==> src/rtl/falafel_frontend.sv <==
// Host-facing frontend for the falafel allocator core: buffers host alloc/free requests in
// FWFT FIFOs for the core, queues core responses back to the host, and tracks alloc credits.

package falafel_pkg;
    parameter int DATA_W = 32;
endpackage

module falafel_fifo #(
    parameter int W     = 32,
    parameter int DEPTH = 4
) (
    input  logic         clk_i,
    input  logic         rst_i,
    input  logic         wr_i,
    input  logic [W-1:0] din_i,
    input  logic         rd_i,
    output logic [W-1:0] dout_o,
    output logic         empty_o,
    output logic         full_o
);
    localparam int AW = $clog2(DEPTH);
    localparam logic [AW:0] PTR_ONE = (AW + 1)'(1);

    logic [AW:0]  wr_ptr;
    logic [AW:0]  rd_ptr;
    logic [W-1:0] mem [DEPTH];

    // Extra wrap bit distinguishes full from empty when the indices match.
    assign empty_o = (wr_ptr == rd_ptr);
    assign full_o  = (wr_ptr[AW-1:0] == rd_ptr[AW-1:0]) && (wr_ptr[AW] != rd_ptr[AW]);
    assign dout_o  = mem[rd_ptr[AW-1:0]];

    always_ff @(posedge clk_i) begin
        if (rst_i) begin
            wr_ptr <= '0;
            rd_ptr <= '0;
        end else begin
            if (wr_i && !full_o)
                wr_ptr <= wr_ptr + PTR_ONE;
            if (rd_i && !empty_o)
                rd_ptr <= rd_ptr + PTR_ONE;
        end
    end

    always_ff @(posedge clk_i) begin
        if (wr_i && !full_o)
            mem[wr_ptr[AW-1:0]] <= din_i;
    end
endmodule

module falafel_frontend #(
    parameter int DATA_W      = falafel_pkg::DATA_W,
    parameter int ALLOC_DEPTH = 4,
    parameter int FREE_DEPTH  = 4,
    parameter int RESP_DEPTH  = 4
) (
    input  logic                          clk_i,
    input  logic                          rst_i,
    input  logic                          host_req_val_i,
    output logic                          host_req_rdy_o,
    input  logic                          host_req_op_i,
    input  logic [DATA_W-1:0]             host_req_data_i,
    output logic                          host_rsp_val_o,
    input  logic                          host_rsp_rdy_i,
    output logic [DATA_W-1:0]             host_rsp_data_o,
    output logic                          alloc_fifo_empty_o,
    input  logic                          alloc_fifo_read_i,
    output logic [DATA_W-1:0]             alloc_fifo_dout_o,
    output logic                          free_fifo_empty_o,
    input  logic                          free_fifo_read_i,
    output logic [DATA_W-1:0]             free_fifo_dout_o,
    output logic                          resp_fifo_full_o,
    input  logic                          resp_fifo_write_i,
    input  logic [DATA_W-1:0]             resp_fifo_din_i,
    output logic [$clog2(RESP_DEPTH):0]   alloc_credits_o,
    output logic [1:0]                    err_o
);
    localparam int CW = $clog2(RESP_DEPTH) + 1;
    localparam logic [CW-1:0] CREDIT_MAX = CW'(RESP_DEPTH);
    localparam logic [CW-1:0] CREDIT_ONE = CW'(1);

    logic alloc_full;
    logic free_full;
    logic resp_empty;
    logic alloc_rdy;
    logic free_rdy;
    logic alloc_push;
    logic free_push;
    logic rsp_pop;

    // Ready looks only at registered state so a same-cycle core read never unblocks the host.
    assign alloc_rdy      = !alloc_full && (alloc_credits_o < CREDIT_MAX);
    assign free_rdy       = !free_full;
    assign host_req_rdy_o = host_req_op_i ? free_rdy : alloc_rdy;

    assign alloc_push = host_req_val_i && host_req_rdy_o && !host_req_op_i;
    assign free_push  = host_req_val_i && host_req_rdy_o &&  host_req_op_i;

    assign host_rsp_val_o = !resp_empty;
    assign rsp_pop        = host_rsp_val_o && host_rsp_rdy_i;

    falafel_fifo #(.W(DATA_W), .DEPTH(ALLOC_DEPTH)) u_alloc_fifo (
        .clk_i   (clk_i),
        .rst_i   (rst_i),
        .wr_i    (alloc_push),
        .din_i   (host_req_data_i),
        .rd_i    (alloc_fifo_read_i),
        .dout_o  (alloc_fifo_dout_o),
        .empty_o (alloc_fifo_empty_o),
        .full_o  (alloc_full)
    );

    falafel_fifo #(.W(DATA_W), .DEPTH(FREE_DEPTH)) u_free_fifo (
        .clk_i   (clk_i),
        .rst_i   (rst_i),
        .wr_i    (free_push),
        .din_i   (host_req_data_i),
        .rd_i    (free_fifo_read_i),
        .dout_o  (free_fifo_dout_o),
        .empty_o (free_fifo_empty_o),
        .full_o  (free_full)
    );

    falafel_fifo #(.W(DATA_W), .DEPTH(RESP_DEPTH)) u_resp_fifo (
        .clk_i   (clk_i),
        .rst_i   (rst_i),
        .wr_i    (resp_fifo_write_i),
        .din_i   (resp_fifo_din_i),
        .rd_i    (host_rsp_rdy_i),
        .dout_o  (host_rsp_data_o),
        .empty_o (resp_empty),
        .full_o  (resp_fifo_full_o)
    );

    always_ff @(posedge clk_i) begin
        if (rst_i) begin
            alloc_credits_o <= '0;
        end else begin
            case ({alloc_push, rsp_pop})
                2'b10:   alloc_credits_o <= alloc_credits_o + CREDIT_ONE;
                2'b01:   alloc_credits_o <= alloc_credits_o - CREDIT_ONE;
                default: alloc_credits_o <= alloc_credits_o;
            endcase
        end
    end

    // Sticky error flags; only reset clears them.
    always_ff @(posedge clk_i) begin
        if (rst_i) begin
            err_o <= 2'b00;
        end else begin
            if (resp_fifo_write_i && resp_fifo_full_o)
                err_o[0] <= 1'b1;
            if ((alloc_fifo_read_i && alloc_fifo_empty_o) ||
                (free_fifo_read_i && free_fifo_empty_o))
                err_o[1] <= 1'b1;
        end
    end
endmodule

==> config.mk <==
export PLATFORM = sky130hd
export DESIGN_NAME = falafel_frontend
export DESIGN_NICKNAME = d
export VERILOG_FILES = /design/src/rtl/falafel_frontend.sv
export SDC_FILE = /design/constraint.sdc
export NUM_CORES = 1
export LEC_CHECK = 0
export BUFFER_PORTS_ARGS = -buffer_cell sky130_fd_sc_hd__buf_2
export CELL_PAD_IN_SITES_DETAIL_PLACEMENT = 1
export CELL_PAD_IN_SITES_GLOBAL_PLACEMENT = 1
export CORE_UTILIZATION = 55
export DETAILED_ROUTE_END_ITERATION = 8
export GPL_TIMING_DRIVEN = 0
export PLACE_DENSITY_LB_ADDON = 0.1
export SKIP_LAST_GASP = 1
export SYNTH_ARGS = -nofsm -noshare
export SYNTH_HDL_FRONTEND = slang
export SYNTH_SLANG_ARGS = --single-unit
export TNS_END_PERCENT = 10
==> constraint.sdc <==
create_clock -name clk_i -period 5.3 [get_ports clk_i]
set_input_delay 0.795 -clock clk_i [delete_from_list [all_inputs] [get_ports clk_i]]
set_output_delay 0.795 -clock clk_i [all_outputs]
set_load 0.005 [all_outputs]
==> flow_summary.yaml <==
outcome:
  outcome: "finished clean"
drt:
  wl_per_cell_um: 24.9
  dr.pass1.iters: 4
  initialDrtViolationCount: 479
  drt.antenna.violating_nets: 0
  viasPerCell: 5.73
  totalWireLength_mm: 33.0
  vias: 7599
  remaining_drc_errors: 0
grt:
  track_usage_pct: 23.4
  grt_max_degree: 33
  grt_pass1_vias: 8358
  grt_overflow_total: 0
  antenna_found_initial: 4
  grt_pass1_wl_mm: 49.3
clock_network:
  cts_buffer_depth: 3
  cts-root-buf: "clkbuf_16"
  path_clk_slew_ns: 0.06
  postCtsSetupBuffers: 0
  numCtsBuffers: 43
  htree_levels: 2
  cts_tree: "yes"
  clkSinkCount: 413
  postCtsHoldBufs: 0
  clk_latency_ns: 0.53
  cts_resized: 0
floorplan:
  die_area_sq_um: 29100
  num_rows: 61
  core-area_sq_um: 27900
  die_w_um: 170
  io_pins: 178
  start_util_pct: 56.0
  fp.dieH_um: 170
logic_synthesis:
  ys_types: 47
  ys_warn_count: 0
  synth_xor_area_share_pct: 1.14
  syn_inst: 683
  synth_edf_count: 384
  muxShareOfSynthArea_pct: 15.0
  syn_area_sq_um: 15600
  ys_async_sr_fraction_pct: 0
  synth-adder-area-share_pct: 1.41
  synth_nets: 772
  seq_area_frac_synth_pct: 77.6
  synth_compound_area_share_pct: 1.72
  synth_seq_cells: 413
  syn_avg_cell_area_sq_um: 22.9
  yosys.area_share.simple_pct: 1.89
  synth_top_family_by_area: "multiplexers"
  synth_ff_type: "edfxtp_1"
critical_path:
  crit_slowest_cell: "mux4_2"
  slowest_delay_ns: 0.56
  r2r_end: "alloc_credits_o[2]$_SDFFE_PP0P_"
  r2r_start: "alloc_credits_o[2]$_SDFFE_PP0P_"
  worstPathArrival_ns: 2.23
  reg2reg_slack_ns: 2.80
  worst-r2r-cell-count: 8
  crit_fanout: 10
  endpoint_kind: "primary output"
  path_cells: "clkbuf_1 -> buf_4 -> mux4_2 -> buf_2"
  start_kind: "flip-flop"
  crit_required_ns: 4.51
  worstSetupPathType: "reg2out"
min_path:
  min_path_cells: 2
  whs_endpoint: "err_o[0]$_SDFFE_PP0P_"
  min_from: "err_o[0]$_SDFFE_PP0P_"
  hp-class: "reg2reg"
placement:
  place.gp.congestion: 0.759
  io_buffers: 177
  post-dp-hpwl_mm: 21.8
  pre_cts_ws_ns: 2.21
timing:
  skew_ns: 0.0204
  hold_viol: 0
  setup_slack_ns: 2.28
  finalSetupViolCount: 0
  setup-tns-final_ns: 0
  max_freq_mhz: 331
  slew_headroom_pct: 42.1
  worst_slew_pin_slew_ns: 0.868
  period_share_pct: 57.0
  grt_setup_unrepaired: "no"
  drv_slew: 0
  timing.final.crit_period_ns: 3.02
finish:
  final_util_pct: 66.5
  multiInputGateArea_sq_um: 3320
  finalNetCount: 1004
  area_delta_synth_final_pct: 18.7
  nFillCells: 2263
  final-seq-area_sq_um: 12100
  drive_gt1_share_pct: 40.1
pwr:
  p_leak_nw: 6.24
  vdd_drop_max_mv: 0.307
  power_density_nw_per_um2: 429
  total_power_mw: 7.95
flow_run:
  maxCapViolCount: 0
[power breakdown]
group | total [mW] | leakage (nW) | switching, mW | internal [mW]
clock | 2.86 | 0.658 | 1.17 | 1.69
combinational | 1.28 | 1.85 | 0.638 | 0.638
sequential | 3.81 | 3.74 | 0.0749 | 3.74
[worst max-delay path by stage]
stage                              from                                   to  slack, ns  depth (start not counted)
final                         flip-flop                alloc_fifo_dout_o[26]       2.28                          4
after global routing          flip-flop                alloc_fifo_dout_o[10]       2.14                          4
after CTS                     flip-flop                alloc_fifo_dout_o[26]       2.23                          4
after detailed placement  host_req_op_i      alloc_credits_o[2]$_SDFFE_PP0P_       2.21                          9
after global placement    host_req_op_i  u_alloc_fifo.wr_ptr[2]$_SDFFE_PP0P_       1.64                          4
after floorplan           host_req_op_i  u_alloc_fifo.wr_ptr[2]$_SDFFE_PP0P_       2.58                          3
[registers in the layout, indices dropped and copies added (netlist names), named ones only]
register / flops
u_resp_fifo.mem: 128
u_resp_fifo.rd_ptr: 3
u_free_fifo.wr_ptr: 3
u_alloc_fifo.mem: 128
u_alloc_fifo.rd_ptr: 3
u_alloc_fifo.wr_ptr: 3
u_free_fifo.rd_ptr: 3
err_o: 2
alloc_credits_o: 3
u_resp_fifo.wr_ptr: 3
u_free_fifo.mem: 128
[logic make-up after synthesis]
logic type	Yosys count
XOR/XNOR	16
flip-flops	413
buffers and inverters	41
AO/OA/AOI/OAI	29
multiplexers	113
adder cells (fa/ha/maj)	17
AND/OR/NAND/NOR	54
[critical path: cells and delay by family (launching register included)]
family                 cells  cell delay (ns)
flip-flops                 1             0.30
buffers and inverters      3             0.83
multiplexers               1             0.56
[cell usage in the layout (no fill, tap or decap), types with 10 or more instances in the layout]
cell type / n
nand2_1: 13
inv_1: 15
buf_1: 10
mux4_2: 96
dfxtp_1: 29
ha_1: 16
clkinv_2: 10
clkbuf_16: 43
edfxtp_1: 384
clkbuf_1: 12
nor2_1: 13
buf_2: 178
and2_2: 11
[Yosys cell counts, drive strengths merged, types with 2 or more instances]
master / number / area (sq um)
mux2i: 7 / 70.1
a41oi: 2 / 17.5
or4bb: 2 / 22.5
mux4: 96 / 2160
o311ai: 2 / 17.5
nand2: 13 / 48.8
a311oi: 2 / 35.0
nand3: 2 / 10.0
a31oi: 7 / 68.8
a211oi: 3 / 22.5
xor2: 6 / 60.1
and2: 11 / 68.8
edfxtp: 384 / 11500
a21oi: 2 / 10.0
and3: 2 / 12.5
buf: 20 / 110
nor2b: 4 / 25.0
xnor2: 10 / 118
mux2: 10 / 116
dfxtp: 29 / 581
o31a: 2 / 17.5
a311o: 5 / 51.3
nor2: 13 / 48.8
ha: 16 / 200
inv: 16 / 60.1
clkbuf: 5 / 18.8
[layer usage]
layer,vias up,global-route usage [%],wire length (um)
li1,3316,-,-
met1,3971,28.4,12900
met2,250,41.2,17300
met3,60,5.81,1970
met4,2,7.60,862
met5,-,0,13
[per-stage QoR]
stage                     instance area [sq um]  std cells  hold slack (ns)
after global placement                    17000       1238            0.466
after global routing                      18500       1325            0.473
final                                     18500       1327            0.489
after detailed placement                  17200       1248            0.480
after floorplan                           15600        683            0.465
after CTS                                 18500       1324            0.462
[area by class of cell]
class / count / share of cell area [%]
Antenna cell: 3 / 0.0405
Buffer: 25 / 0.696
Clock buffer: 51 / 6.02
Clock inverter: 25 / 1.21
Inverter: 16 / 0.324
Multi-Input combinational cell: 229 / 17.9
Sequential cell: 413 / 65.4
Tap cell: 378 / 2.55
Timing Repair Buffer: 187 / 5.85
No activity file was read; power rests on OpenSTA's default activity.
